**config.mk**
```make
export PLATFORM = sky130hd
export DESIGN_NAME = multicycle_ctrl_flat
export DESIGN_NICKNAME = d
export VERILOG_FILES = /design/src/rtl/mips_pkg.sv /design/src/rtl/multicycle_ctrl_if.sv /design/src/rtl/multicycle_ctrl.sv /design/src/flat_wrapper.sv
export SDC_FILE = /design/constraint.sdc
export NUM_CORES = 1
export LEC_CHECK = 0
export ABC_AREA = 1
export CORE_UTILIZATION = 25
export CTS_BUF_LIST = sky130_fd_sc_hd__clkbuf_16
export CTS_CLUSTER_SIZE = 14
export DETAILED_ROUTE_END_ITERATION = 16
export PLACE_DENSITY_LB_ADDON = 0.15
export SLEW_MARGIN = 20
export SYNTH_ARGS = -nofsm -noshare
export SYNTH_HDL_FRONTEND = slang
export SYNTH_SLANG_ARGS = --single-unit
```
**constraint.sdc**
```tcl
create_clock -name clk -period 1.22 [get_ports clk]
set_input_delay 0.122 -clock clk [delete_from_list [all_inputs] [get_ports clk]]
set_output_delay 0.122 -clock clk [all_outputs]
set_load 0.02 [all_outputs]
```
**src/rtl/mips_pkg.sv**
```systemverilog
// Shared definitions for the multicycle MIPS core: opcodes, control FSM state
// encodings and datapath mux select codes.
package mips_pkg;

  localparam logic [5:0] OP_RTYPE = 6'b000000;
  localparam logic [5:0] OP_J     = 6'b000010;
  localparam logic [5:0] OP_BEQ   = 6'b000100;
  localparam logic [5:0] OP_ADDI  = 6'b001000;
  localparam logic [5:0] OP_LW    = 6'b100011;
  localparam logic [5:0] OP_SW    = 6'b101011;

  typedef enum logic [3:0] {
    S_FETCH   = 4'd0,
    S_DECODE  = 4'd1,
    S_MEMADR  = 4'd2,
    S_MEMRD   = 4'd3,
    S_MEMWB   = 4'd4,
    S_MEMWR   = 4'd5,
    S_RTYPEEX = 4'd6,
    S_RTYPEWB = 4'd7,
    S_BEQEX   = 4'd8,
    S_ADDIEX  = 4'd9,
    S_ADDIWB  = 4'd10,
    S_JEX     = 4'd11
  } state_e;

  localparam logic [1:0] ALUOP_ADD   = 2'b00;
  localparam logic [1:0] ALUOP_SUB   = 2'b01;
  localparam logic [1:0] ALUOP_FUNCT = 2'b10;

  localparam logic [1:0] ALUSRCB_B     = 2'b00;
  localparam logic [1:0] ALUSRCB_FOUR  = 2'b01;
  localparam logic [1:0] ALUSRCB_IMM   = 2'b10;
  localparam logic [1:0] ALUSRCB_IMMSH = 2'b11;

  localparam logic [1:0] PCSRC_ALU    = 2'b00;
  localparam logic [1:0] PCSRC_ALUOUT = 2'b01;
  localparam logic [1:0] PCSRC_JUMP   = 2'b10;

endpackage

```
**src/rtl/multicycle_ctrl_if.sv**
```systemverilog
// Control bundle between the multicycle controller and the shared datapath.
// The datapath side is the master (supplies opcode and zero flag).
interface multicycle_ctrl_if;
  logic [5:0] op;
  logic       zero;
  logic       pcen;
  logic       iord;
  logic       memwrite;
  logic       irwrite;
  logic       regdst;
  logic       memtoreg;
  logic       regwrite;
  logic       alusrca;
  logic [1:0] alusrcb;
  logic [1:0] aluop;
  logic [1:0] pcsrc;
  logic [3:0] state;

  modport master (
    output op, zero,
    input  pcen, iord, memwrite, irwrite, regdst, memtoreg, regwrite,
           alusrca, alusrcb, aluop, pcsrc, state
  );

  modport slave (
    input  op, zero,
    output pcen, iord, memwrite, irwrite, regdst, memtoreg, regwrite,
           alusrca, alusrcb, aluop, pcsrc, state
  );
endinterface

```
**src/rtl/multicycle_ctrl.sv**
```systemverilog
// Main control FSM of the multicycle MIPS core: a Moore machine stepping the
// shared datapath, with a wait counter that stretches the memory states.
module multicycle_ctrl
  import mips_pkg::*;
#(
  parameter int unsigned MEM_WAIT = 0
) (
  input logic              clk,
  input logic              rst,
  multicycle_ctrl_if.slave bus
);

  localparam logic [3:0] WAIT_LAST = 4'(MEM_WAIT);

  state_e     state_q, state_d;
  logic [3:0] waitCnt_q, waitCnt_d;
  logic       waitDone;
  logic       pcwrite;
  logic       branch;

  assign waitDone = (waitCnt_q == WAIT_LAST);

  always_ff @(posedge clk or posedge rst) begin
    if (rst) begin
      state_q   <= S_FETCH;
      waitCnt_q <= '0;
    end else begin
      state_q   <= state_d;
      waitCnt_q <= waitCnt_d;
    end
  end

  // The counter only runs while parked in a memory state; every exit clears it.
  always_comb begin
    state_d   = S_FETCH;
    waitCnt_d = '0;
    case (state_q)
      S_FETCH: begin
        if (waitDone) state_d = S_DECODE;
        else begin
          state_d   = S_FETCH;
          waitCnt_d = waitCnt_q + 4'd1;
        end
      end
      S_DECODE: begin
        case (bus.op)
          OP_LW, OP_SW: state_d = S_MEMADR;
          OP_RTYPE:     state_d = S_RTYPEEX;
          OP_BEQ:       state_d = S_BEQEX;
          OP_ADDI:      state_d = S_ADDIEX;
          OP_J:         state_d = S_JEX;
          default:      state_d = S_FETCH;
        endcase
      end
      S_MEMADR:  state_d = (bus.op == OP_SW) ? S_MEMWR : S_MEMRD;
      S_MEMRD: begin
        if (waitDone) state_d = S_MEMWB;
        else begin
          state_d   = S_MEMRD;
          waitCnt_d = waitCnt_q + 4'd1;
        end
      end
      S_MEMWR: begin
        if (waitDone) state_d = S_FETCH;
        else begin
          state_d   = S_MEMWR;
          waitCnt_d = waitCnt_q + 4'd1;
        end
      end
      S_RTYPEEX: state_d = S_RTYPEWB;
      S_ADDIEX:  state_d = S_ADDIWB;
      default:   state_d = S_FETCH;
    endcase
  end

  always_comb begin
    pcwrite      = 1'b0;
    branch       = 1'b0;
    bus.iord     = 1'b0;
    bus.memwrite = 1'b0;
    bus.irwrite  = 1'b0;
    bus.regdst   = 1'b0;
    bus.memtoreg = 1'b0;
    bus.regwrite = 1'b0;
    bus.alusrca  = 1'b0;
    bus.alusrcb  = ALUSRCB_B;
    bus.aluop    = ALUOP_ADD;
    bus.pcsrc    = PCSRC_ALU;
    case (state_q)
      S_FETCH: begin
        bus.alusrcb = ALUSRCB_FOUR;
        bus.pcsrc   = PCSRC_ALU;
        bus.irwrite = waitDone;
        pcwrite     = waitDone;
      end
      S_DECODE:  bus.alusrcb = ALUSRCB_IMMSH;
      S_MEMADR: begin
        bus.alusrca = 1'b1;
        bus.alusrcb = ALUSRCB_IMM;
      end
      S_MEMRD:   bus.iord = 1'b1;
      S_MEMWB: begin
        bus.memtoreg = 1'b1;
        bus.regwrite = 1'b1;
      end
      S_MEMWR: begin
        bus.iord     = 1'b1;
        bus.memwrite = 1'b1;
      end
      S_RTYPEEX: begin
        bus.alusrca = 1'b1;
        bus.aluop   = ALUOP_FUNCT;
      end
      S_RTYPEWB: begin
        bus.regdst   = 1'b1;
        bus.regwrite = 1'b1;
      end
      S_BEQEX: begin
        bus.alusrca = 1'b1;
        bus.aluop   = ALUOP_SUB;
        bus.pcsrc   = PCSRC_ALUOUT;
        branch      = 1'b1;
      end
      S_ADDIEX: begin
        bus.alusrca = 1'b1;
        bus.alusrcb = ALUSRCB_IMM;
      end
      S_ADDIWB:  bus.regwrite = 1'b1;
      S_JEX: begin
        bus.pcsrc = PCSRC_JUMP;
        pcwrite   = 1'b1;
      end
      default: ;
    endcase
  end

  assign bus.pcen  = pcwrite | (branch & bus.zero);
  assign bus.state = state_q;

endmodule

```
**src/flat_wrapper.sv**
```systemverilog
// flat-port wrapper written by rule: the top's interface ports become plain ports
module multicycle_ctrl_flat import mips_pkg::*;
#(
  parameter int unsigned MEM_WAIT = 0
)
  (clk, rst, bus_op, bus_zero, bus_pcen, bus_iord, bus_memwrite, bus_irwrite, bus_regdst, bus_memtoreg, bus_regwrite, bus_alusrca, bus_alusrcb, bus_aluop, bus_pcsrc, bus_state);
  multicycle_ctrl_if bus_i ();
  input logic clk;
  input logic rst;
  input wire logic [$bits(bus_i.op)-1:0] bus_op;
  input wire logic [$bits(bus_i.zero)-1:0] bus_zero;
  output wire logic [$bits(bus_i.pcen)-1:0] bus_pcen;
  output wire logic [$bits(bus_i.iord)-1:0] bus_iord;
  output wire logic [$bits(bus_i.memwrite)-1:0] bus_memwrite;
  output wire logic [$bits(bus_i.irwrite)-1:0] bus_irwrite;
  output wire logic [$bits(bus_i.regdst)-1:0] bus_regdst;
  output wire logic [$bits(bus_i.memtoreg)-1:0] bus_memtoreg;
  output wire logic [$bits(bus_i.regwrite)-1:0] bus_regwrite;
  output wire logic [$bits(bus_i.alusrca)-1:0] bus_alusrca;
  output wire logic [$bits(bus_i.alusrcb)-1:0] bus_alusrcb;
  output wire logic [$bits(bus_i.aluop)-1:0] bus_aluop;
  output wire logic [$bits(bus_i.pcsrc)-1:0] bus_pcsrc;
  output wire logic [$bits(bus_i.state)-1:0] bus_state;
  assign bus_i.op = bus_op;
  assign bus_i.zero = bus_zero;
  assign bus_pcen = bus_i.pcen;
  assign bus_iord = bus_i.iord;
  assign bus_memwrite = bus_i.memwrite;
  assign bus_irwrite = bus_i.irwrite;
  assign bus_regdst = bus_i.regdst;
  assign bus_memtoreg = bus_i.memtoreg;
  assign bus_regwrite = bus_i.regwrite;
  assign bus_alusrca = bus_i.alusrca;
  assign bus_alusrcb = bus_i.alusrcb;
  assign bus_aluop = bus_i.aluop;
  assign bus_pcsrc = bus_i.pcsrc;
  assign bus_state = bus_i.state;
  multicycle_ctrl #(.MEM_WAIT(MEM_WAIT)) u_core (.clk(clk), .rst(rst), .bus(bus_i));
endmodule
```
==> results.toml, run 1 <==
[synthesis]
synth_top_area_share = 0.290
async_reset_ff_frac = 1.00
ys_ff_latch = 8
synth_cells = 115
synthTopCellsByArea = "dfrtp_1 29%, nor2_1 15%, nand2_1 14%"
yosysMostFrequentCell = "nor2_1"
synthFlopType = "dfrtp_1"
yosys.area.top_type = "dfrtp_1"
ys_types = 17
yosysSeqAreaShare = 0.290
syn_nets = 126
avgSynthCellArea_um2 = 5.99
synth_edf_count = 0
synth_area_um2 = 689
synth_commonest_cells = "27 x nor2_1, 25 x nand2_1, 19 x inv_1"
yosys_warnings = 0

[power_and_ir_drop]
cellLeakagePower_uw = 0.000805
p_int_uw = 1590
peakVddDrop_mv = 1.33
clkPwrFrac = 0.200
p_sw_frac = 0.434
p_total_uw = 2820
combPwrFrac = 0.657
power_density_mw_per_mm2 = 1880
p_switching_uw = 1220
seq_power_share = 0.144

[timing]
slew_viol_final = 0
max_freq_mhz = 692
finalWorstSetupSlack_ns = -0.226
finalHoldViolCount = 0
grt_setup_unrepaired = "true"
relSlewSlack = 0.783
finalSetupViolCount = 21
setup_tns_ns = -1.72
final.period_utilization = 1.19
tightest_slew_ns = 0.325
period_minus_slack_ns = 1.45
finClkSkew_ns = 0.00389

[setup_path]
critPathBufInv = 2
crit_required_ns = 1.10
path_depth = 7
regToRegEndpoint = "u_core.bus.state[1]"
critical_path.top_delay_family = "flip-flops"
rrSetupSlack_ns = -0.05
start_kind = "flop"
endpoint_kind = "output pin"
cp-endpoint = "bus_pcen"
r2r_start = "u_core.bus.state[0]"
path_class = "flop to output pin"
slowest_delay_ns = 0.39
startpoint = "u_core.waitCnt_q[0]"
critPathSlowestCell = "dfrtp_1"
cp.arrival_ns = 1.32
r2r_cells = 8
worst-path-max-fanout = 3
path_cells = "inv_2 -> ha_4 -> nand3_4 -> nor2_4 -> nor2_2 -> nand2_2 -> buf_6"

[clocking]
numClockSinks = 8
root_buffer = "clkbuf_16"
clock_path_buffers = 2
htree_levels = 1
cts_buffers = 3
cts.clk_slew.worst_paths_ns = 0.04
tritoncts = "built"
insertion_delay_ns = 0.24

[flow_run]
cap_viol_max_count = 0

[floorplan]
die_area_mm2 = 0.00297
core_area_mm2 = 0.00254
rows = 18
pin_count = 27
start_util = 0.271
fp.dieH_um = 54.5
die_x_um = 54.5

[placement]
gp_congestion = 0.835
dpl.hpwl_um = 1690
place_area_mm2 = 0.00124
numPortBuffers = 26
place_ws_ns = -0.467

[route]
firstDrtPassIters = 2
drc = 0
viasPerCell = 4.47
drt-total-wl_um = 2390
vias = 916
drt_iter0_drc = 2
ant_nets = 0
wl_per_cell_um = 11.7

[cells_and_area]
fin_util = 0.590
fill_cells = 242
multiInputGateArea_um2 = 608
area_growth_pct = 118
regArea_um2 = 205
stdcell_area_mm2 = 0.00150
layout-drive-gt1-share = 0.583
diodes = 0
fin_nets = 188

[min_path]
hold_class = "input pin to asynchronous set/reset pin"

[outcome]
status = "finished with violations"
violations = "setup timing"

[grt]
track_usage = 0.174
first_global_vias = 839
grt_pass1_wl_um = 3590
grt_start_max_net_pins = 9
grt_overflow = 0
antenna_found_initial = 0
-- cell type report --
class                   count  share of cell area
flip-flops and latches      8               0.137
inverters                  22              0.0583
clock buffers               3              0.0500
multi-input cells          84               0.405
well taps                  30              0.0250
repair buffers             58               0.325
-- layer usage --
layer  vias to the layer above  global-route usage  share of wire
met5                         -                   0              0
met4                         0              0.0983          0.020
met3                         5              0.0167          0.039
met2                        23               0.331           0.54
met1                       413               0.184           0.40
li1                        475                   -              -
-- worst min path at each step --
stage	start	to	slack, ns	depth (start not counted)
finish	rst	u_core.waitCnt_q[3]	0.14	2
global route	rst	u_core.waitCnt_q[3]	0.19	2
CTS	rst	u_core.waitCnt_q[0]	0.15	2
detailed placement	rst	u_core.waitCnt_q[1]	0.40	2
global placement	rst	u_core.waitCnt_q[2]	0.40	2
floorplan	rst	u_core.waitCnt_q[0]	-0.06	1
-- logic make-up after synthesis --
kind of cell | count (synthesis) | share of synthesized area
buffers and inverters | 23 | 0.131
adders and majority gates | 2 | 0.0363
AOI/OAI and AO/OA | 4 | 0.0327
DFF | 8 | 0.290
xor gates and xnor gates | 2 | 0.0254
and+or+nand+nor | 76 | 0.485
-- placed cells by master, fill, tap and decap left out --
master,n
buf_4,34
nand2_1,16
inv_1,14
nor2_4,14
nor2_1,14
buf_6,11
nand3_1,9
clkdlybuf4s50_1,8
nand2_2,7
inv_2,6
nor2_2,5
buf_2,4
dfrtp_2,4
dfrtp_1,4
nand2_4,3
nand3_2,3
clkbuf_16,3
nand3_4,2
inv_4,2
xor2_1,2
nand2_8,1
nand4_1,1
o21ai_1,1
nand3b_1,1
a21oi_2,1
o21ai_2,1
o211ai_1,1
ha_4,1
ha_1,1
dlygate4sd2_1,1
-- state kept, by name, summed over array words and instances, names as in the netlist --
name	flops
u_core.waitCnt_q	4
u_core.bus.state	4
-- power groups by stage --
stage / clock, uW / sequential [uW] / combinational (uW)
4_1_cts: 568 / 386 / 1700
2_1_floorplan: 0 / 432 / 721
3_3_place_gp: 0 / 370 / 1600
5_1_grt: 577 / 415 / 1990
6_report: 562 / 405 / 1850
3_5_place_dp: 0 / 372 / 1610
-- metrics by stage --
step / hold slack (ns) / cells
after detailed placement: 0.398 / 198
after floorplan: -0.0626 / 115
final: 0.137 / 205
after global placement: 0.396 / 198
after global routing: 0.188 / 205
after CTS: 0.150 / 204
-- worst reg2reg max path, delay by kind of cell (launching register included) --
kind | cells | cell delay (ns)
and+or+nand+nor | 5 | 0.37
buffers and inverters | 3 | 0.33
DFF | 1 | 0.45
-- what timing repair did --
| action | 4_1_cts | 5_1_grt |
|---|---|---|
| hold buffers | 0 | 0 |
| gates resized for setup | 111 | 29 |
| endpoints found under the setup margin | 26 | 22 |
| setup buffers | 5 | 2 |
| pin swaps | 13 | 13 |
Note: power is estimated with default switching activity, not from simulation.
==> run 2, diff against run 1 <==
--- a/config.mk
+++ b/config.mk
@@ -6,7 +6,7 @@
 export NUM_CORES = 1
 export LEC_CHECK = 0
 export ABC_AREA = 1
-export CORE_UTILIZATION = 25
+export CORE_UTILIZATION = 42
 export CTS_BUF_LIST = sky130_fd_sc_hd__clkbuf_16
 export CTS_CLUSTER_SIZE = 14
 export DETAILED_ROUTE_END_ITERATION = 16
==> run 2 against run 1 <==
- the run now fails in global routing
- synthesized cell count unchanged
- area after synthesis unchanged
==> results.toml, run 2 <==
[outcome]
firstError = "[ERROR DPL-0038] Utilization greater than 100%, impossible to legalize"
status = "stopped before the end"
failed_stage = "global routing"

[placement]
place_area_mm2 = 0.00118
numPortBuffers = 26
gp_congestion = 0.871
dpl.hpwl_um = 1660

[timing]
worst-ep-kind = "top-level output"
repair-timing-grt-worst-ep = "bus_pcen"

[clocking]
clock_path_buffers = 2
numClockSinks = 8
root_buffer = "clkbuf_16"
cts_hold_buf = 0
cts_buffers = 3
htree_levels = 1

[synthesis]
avgSynthCellArea_um2 = 5.99
synthFlopType = "dfrtp_1"
ys_types = 17
synthTopCellsByArea = "dfrtp_1 29%, nor2_1 15%, nand2_1 14%"
syn_nets = 126
yosysMostFrequentCell = "nor2_1"
synth_cells = 115
async_reset_ff_frac = 1.00
yosys.area.top_type = "dfrtp_1"
yosys_warnings = 0
yosysSeqAreaShare = 0.290
synth_top_area_share = 0.290
synth_edf_count = 0
synth_commonest_cells = "27 x nor2_1, 25 x nand2_1, 19 x inv_1"
synth_area_um2 = 689
ys_ff_latch = 8

[grt]
grt_start_max_net_pins = 9

[floorplan]
rows = 14
die_x_um = 42.5
pin_count = 27
start_util = 0.452
fp.dieH_um = 42.5
-- run 2: cell counts after synthesis --
No cell type changed its count.
-- run 2: per-stage QoR --
step	utilization	hold WS, ns	std cells	setup WS [ns]	TNS, ns
after CTS	0.920	0.149	188	-0.176	-1.51
after detailed placement	0.775	0.392	178	-0.478	-5.58
after global placement	0.775	0.390	178	-0.448	-5.10
after floorplan	-	-0.0626	115	-0.0282	-0.0597
-- run 2: cell families after synthesis --
kind of cell               Yosys count  synth area share
AOI/OAI and AO/OA                    4            0.0327
xor gates and xnor gates             2            0.0254
adders and majority gates            2            0.0363
buffers and inverters               23             0.131
DFF                                  8             0.290
and+or+nand+nor                     76             0.485
-- run 2: timing repair --
item	CTS
buffers inserted	10
setup endpoints to repair	25
pin swaps	13
hold endpoints to repair	0
resized for setup	119
==> run 3, diff against run 2 <==
--- a/config.mk
+++ b/config.mk
@@ -6,10 +6,9 @@
 export NUM_CORES = 1
 export LEC_CHECK = 0
 export ABC_AREA = 1
-export CORE_UTILIZATION = 42
-export CTS_BUF_LIST = sky130_fd_sc_hd__clkbuf_16
-export CTS_CLUSTER_SIZE = 14
+export CORE_AREA = 2 2 63 65
 export DETAILED_ROUTE_END_ITERATION = 16
+export DIE_AREA = 0 0 65 67
 export PLACE_DENSITY_LB_ADDON = 0.15
 export SLEW_MARGIN = 20
 export SYNTH_ARGS = -nofsm -noshare
==> run 3 against run 2 <==
- the flow now finishes, with violations (setup timing)
==> results.toml, run 3 (synthesis gave the netlist of run 1 again) <==
[setup_path]
cp.arrival_ns = 1.29
cpMostUsedCell = "buf_6"
start_kind = "flop"
crit_required_ns = 1.10
path_class = "flop to output pin"
slowest_delay_ns = 0.45
critPathSlowestCell = "dfrtp_2"
worst-path-max-fanout = 4
endpoint_kind = "output pin"
path_cells = "inv_2 -> nor2_4 -> buf_6 -> a21oi_2 -> o21ai_2 -> buf_6"

[timing]
setup_tns_ns = -1.84
grt_setup_unrepaired = "true"
finalHoldViolCount = 0
final.period_utilization = 1.15
slew_viol_final = 0
finalSetupViolCount = 21
finClkSkew_ns = 0.000529
relSlewSlack = 0.779
finalWorstSetupSlack_ns = -0.187
max_freq_mhz = 711
period_minus_slack_ns = 1.41
holdWs_ns = 0.140
tightest_slew_ns = 0.331

[route]
drt_iter0_drc = 25
vias = 923
viasPerCell = 4.10
drt-total-wl_um = 2320
ant_nets = 0
firstDrtPassIters = 4
drc = 0
wl_per_cell_um = 10.3

[clocking]
numClockSinks = 8
cts_buffers = 3
insertion_delay_ns = 0.23
cts.clk_slew.worst_paths_ns = 0.04
root_buffer = "clkbuf_8"
tritoncts = "built"
clock_path_buffers = 2
htree_levels = 1

[placement]
place_inst = 216
gp_congestion = 0.747
dpl.hpwl_um = 1890
numPortBuffers = 26

[grt]
antenna_found_initial = 0
first_global_vias = 972
track_usage = 0.125
grt_pass1_wl_um = 4080
grt_start_max_net_pins = 9
grt_overflow = 0

[floorplan]
die_x_um = 65
die_area_mm2 = 0.00436
start_util = 0.191
fp.dieH_um = 67
pin_count = 27
rows = 22
core_area_mm2 = 0.00361

[outcome]
status = "finished with violations"
violations = "setup timing"

[cells_and_area]
mostFrequentLayoutCell = "buf_4"
area_growth_pct = 105
final_cells = 225
fin_nets = 189
fin_util = 0.391
diodes = 0
layout-drive-gt1-share = 0.514
most-common-layout-cells = "36 x buf_4, 19 x nor2_1, 19 x nand2_1"
fill_cells = 399

[min_path]
hold_class = "input pin to asynchronous set/reset pin"

[power_and_ir_drop]
p_total_uw = 2530
cellLeakagePower_uw = 0.000770
peakVddDrop_mv = 0.405
power_density_mw_per_mm2 = 1790

[flow_run]
cap_viol_max_count = 0
[run 3: metrics by stage]
stage	area, um^2	setup WS [ns]
floorplan	743	-0.0282
global placement	1270	-0.464
detailed placement	1270	-0.504
CTS	1380	-0.193
global route	1410	-0.253
finish	1410	-0.187
[run 3: critical path, delay by kind of cell, from the launching register on]
family / cells / cell delay (ns)
compound gates: 2 / 0.21
buf+inv: 3 / 0.34
flops: 1 / 0.45
simple gates: 1 / 0.05
[run 3: final timing paths]
path / slack, ns / startpoint / cells past startpoint / endpoint
worst max-delay path: -0.19 / u_core.bus.state[1] / 6 / bus_regwrite
worst min-delay path: 0.14 / rst / 2 / u_core.waitCnt_q[0]
worst max register to register: -0.06 / u_core.bus.state[0] / 7 / u_core.waitCnt_q[3]
worst min register to register: 0.65 / u_core.waitCnt_q[3] / 4 / u_core.bus.state[0]
max in group asynchronous: 0.81 / rst / 2 / u_core.bus.state[3]
min in group clk: 0.65 / u_core.waitCnt_q[3] / 4 / u_core.bus.state[0]
[run 3: what timing repair did]
action | in CTS | in global routing
setup buffers | 3 | 2
hold buffers | 0 | 0
setup endpoints to repair | 26 | 23
resized for setup | 106 | 8
pin swaps | 8 | 3
[run 3: layout make-up]
cell class / instances / area [um^2] / share of cell area
Clock buffer: 4 / 45.0 / 0.0319
Inverter: 22 / 87.6 / 0.0621
Multi-Input combinational cell: 84 / 522 / 0.370
Sequential cell: 8 / 205 / 0.145
Tap cell: 48 / 60.1 / 0.0426
Timing Repair Buffer: 59 / 492 / 0.348
[run 3: layer usage]
| layer | global-route usage | wire length, um | up-vias |
|---|---|---|---|
| met5 | 0 | 0 | - |
| met4 | 0.0718 | 56 | 0 |
| met3 | 0.0220 | 118 | 5 |
| met2 | 0.241 | 1230 | 31 |
| met1 | 0.125 | 920 | 411 |
| li1 | - | - | 476 |
[run 3: where the power goes]
part           internal [uW]  total (uW)  leakage, uW  switching, uW
Sequential               316         407     0.000103           91.7
Clock                    228         351    0.0000228            123
Combinational            857        1780     0.000644            919
==> run 4, diff against run 3 <==
--- a/config.mk
+++ b/config.mk
@@ -5,7 +5,6 @@
 export SDC_FILE = /design/constraint.sdc
 export NUM_CORES = 1
 export LEC_CHECK = 0
-export ABC_AREA = 1
 export CORE_AREA = 2 2 63 65
 export DETAILED_ROUTE_END_ITERATION = 16
 export DIE_AREA = 0 0 65 67
==> run 4 against run 3 <==
- the run still ends with setup timing left
- global-route usage decreased by 1.6 points
- worst hold slack improved by 0.00099 ns
- sequential share of layout area decreased by 1.9 points
- sequential power decreased by 5.4%
- clock power decreased by 7.4%
- worst setup slack got worse by 0.18 ns
==> results.toml, run 4 <==
[synthesis]
synthFlopType = "dfrtp_1"
ys_ff_latch = 8
synth_cells = 79
synthTopCellsByArea = "dfrtp_1 31%, nor2_1 6.9%, xnor2_1 5.4%"
ys_types = 35
synth_area_um2 = 654
yosysSeqAreaShare = 0.306
yosys_warnings = 0
synth_edf_count = 0
yosysMostFrequentCell = "nor2_1"
avgSynthCellArea_um2 = 8.28
yosys.area.top_type = "dfrtp_1"
synth_top_area_share = 0.306
syn_nets = 90
synth_commonest_cells = "12 x nor2_1, 8 x dfrtp_1, 6 x nor3_1"
async_reset_ff_frac = 1.00

[timing]
grt_setup_unrepaired = "true"
slew_viol_final = 0
setup_tns_ns = -3.90
finalSetupViolCount = 20
tightest_slew_ns = 0.289
finalWorstSetupSlack_ns = -0.370
relSlewSlack = 0.807
finClkSkew_ns = 0.00395
period_minus_slack_ns = 1.59
finalHoldViolCount = 0
max_freq_mhz = 629
final.period_utilization = 1.30
holdWs_ns = 0.141

[setup_path]
critPathBufInv = 2
cp.arrival_ns = 1.47
critPathSlowestCell = "dfrtp_1"
slowest_delay_ns = 0.34
endpoint_kind = "output pin"
path_cells = "inv_1 -> ha_2 -> nor3b_4 -> and3_4 -> a211o_4 -> buf_6"
crit_required_ns = 1.10
start_kind = "flop"
path_class = "flop to output pin"
critical_path.top_delay_family = "flip-flops"
worst-path-max-fanout = 2

[clocking]
cts_hold_buf = 0
root_buffer = "clkbuf_8"
cts_buffers = 3
tritoncts = "built"
clock_path_buffers = 2
htree_levels = 1
insertion_delay_ns = 0.23
cts.clk_slew.worst_paths_ns = 0.04
numClockSinks = 8

[cells_and_area]
stdcell_area_mm2 = 0.00163
fin_util = 0.451
regArea_um2 = 205
diodes = 0
area_growth_pct = 148
fill_cells = 348
fin_nets = 156
mostFrequentLayoutCell = "buf_6"
multiInputGateArea_um2 = 657
most-common-layout-cells = "29 x buf_6, 25 x buf_4, 5 x nor2_2, 5 x clkdlybuf4s50_1"
layout-drive-gt1-share = 0.736

[route]
viasPerCell = 4.32
wl_per_cell_um = 12.1
drc = 0
firstDrtPassIters = 2
drt-total-wl_um = 2320
vias = 829
drt_iter0_drc = 14
ant_nets = 0

[outcome]
violations = "setup timing"
status = "finished with violations"

[floorplan]
die_area_mm2 = 0.00436
start_util = 0.181
fp.dieH_um = 67
pin_count = 27
die_x_um = 65
rows = 22
core_area_mm2 = 0.00361

[power_and_ir_drop]
combPwrFrac = 0.756
power_density_mw_per_mm2 = 1790
p_sw_frac = 0.399
p_switching_uw = 1160
cellLeakagePower_uw = 0.000734
clkPwrFrac = 0.112
peakVddDrop_mv = 0.490
p_int_uw = 1750
seq_power_share = 0.132

[placement]
gp_congestion = 0.721
place_area_mm2 = 0.00123
numPortBuffers = 26
dpl.hpwl_um = 1590

[grt]
first_global_vias = 840
antenna_found_initial = 0
grt_start_max_net_pins = 10
track_usage = 0.109
grt_overflow = 0
grt_pass1_wl_um = 3690

[flow_run]
cap_viol_max_count = 0

[min_path]
hold_class = "input pin to asynchronous set/reset pin"
-- run 4: cell type report --
type                            instances  share of cell area
Multi-Input combinational cell         62               0.404
Timing Repair Buffer                   66               0.396
Inverter                                4             0.00924
Clock buffer                            4              0.0277
Sequential cell                         8               0.126
Tap cell                               48              0.0370
-- run 4: worst paths after layout --
| check | start | endpoint | slack [ns] | cells after the start |
|---|---|---|---|---|
| worst max-delay path | u_core.waitCnt_q[0] | bus_pcen | -0.37 | 6 |
| worst min-delay path | rst | u_core.waitCnt_q[3] | 0.14 | 2 |
| worst max register to register | u_core.waitCnt_q[0] | u_core.bus.state[2] | -0.35 | 7 |
| worst min register to register | u_core.waitCnt_q[0] | u_core.waitCnt_q[0] | 0.54 | 2 |
| max in group asynchronous | rst | u_core.bus.state[1] | 0.83 | 2 |
| min in group clk | bus_op[0] | u_core.bus.state[2] | 0.47 | 5 |
-- run 4: metrics by stage --
| stage | cells | setup WS, ns | power, uW |
|---|---|---|---|
| after floorplan | 79 | -0.119 | 1340 |
| after global placement | 173 | -0.535 | 1990 |
| after detailed placement | 173 | -0.545 | 1990 |
| after CTS | 191 | -0.377 | 2780 |
| after global routing | 192 | -0.428 | 3090 |
| final | 192 | -0.370 | 2910 |
-- run 4: metal layers --
metal / global-route usage / share of wire
met1: 0.124 / 0.41
met2: 0.207 / 0.55
met3: 0.0118 / 0.037
met4: 0.0399 / 0.0060
met5: 0 / 0
-- run 4: cell families (layout without fill, tap and decap cells) --
family / count (synthesis) / count (layout) / share of synthesized area
AO/OA/AOI/OAI: 13 / 13 / 0.145
AND/OR/NAND/NOR: 40 / 40 / 0.344
buffers and inverters: 9 / 74 / 0.0688
XOR/XNOR: 5 / 5 / 0.0669
multiplexers: 2 / 2 / 0.0306
adder cells (fa/ha/maj): 2 / 2 / 0.0382
flip-flops: 8 / 8 / 0.306
-- run 4: repair_timing --
action	in CTS	in global routing
buffers inserted	15	4
pin swaps	6	10
resized for setup	125	27
endpoints found under the setup margin	26	26
-- run 4: power groups by stage --
stage | clock (uW) | sequential [uW] | combinational (uW)
CTS | 340 | 378 | 2060
global placement | 0 | 398 | 1590
finish | 325 | 385 | 2200
detailed placement | 0 | 396 | 1590
global route | 355 | 388 | 2340
floorplan | 0 | 426 | 917
-- run 4: worst register-to-register path, cell delays in order (launching register included) --
cell and delay (ns):
dfrtp_1 0.34, inv_1 0.05, ha_2 0.16, nor3b_4 0.14, buf_4 0.16, a32o_2 0.24
a311oi_2 0.26, nand2_1 0.08
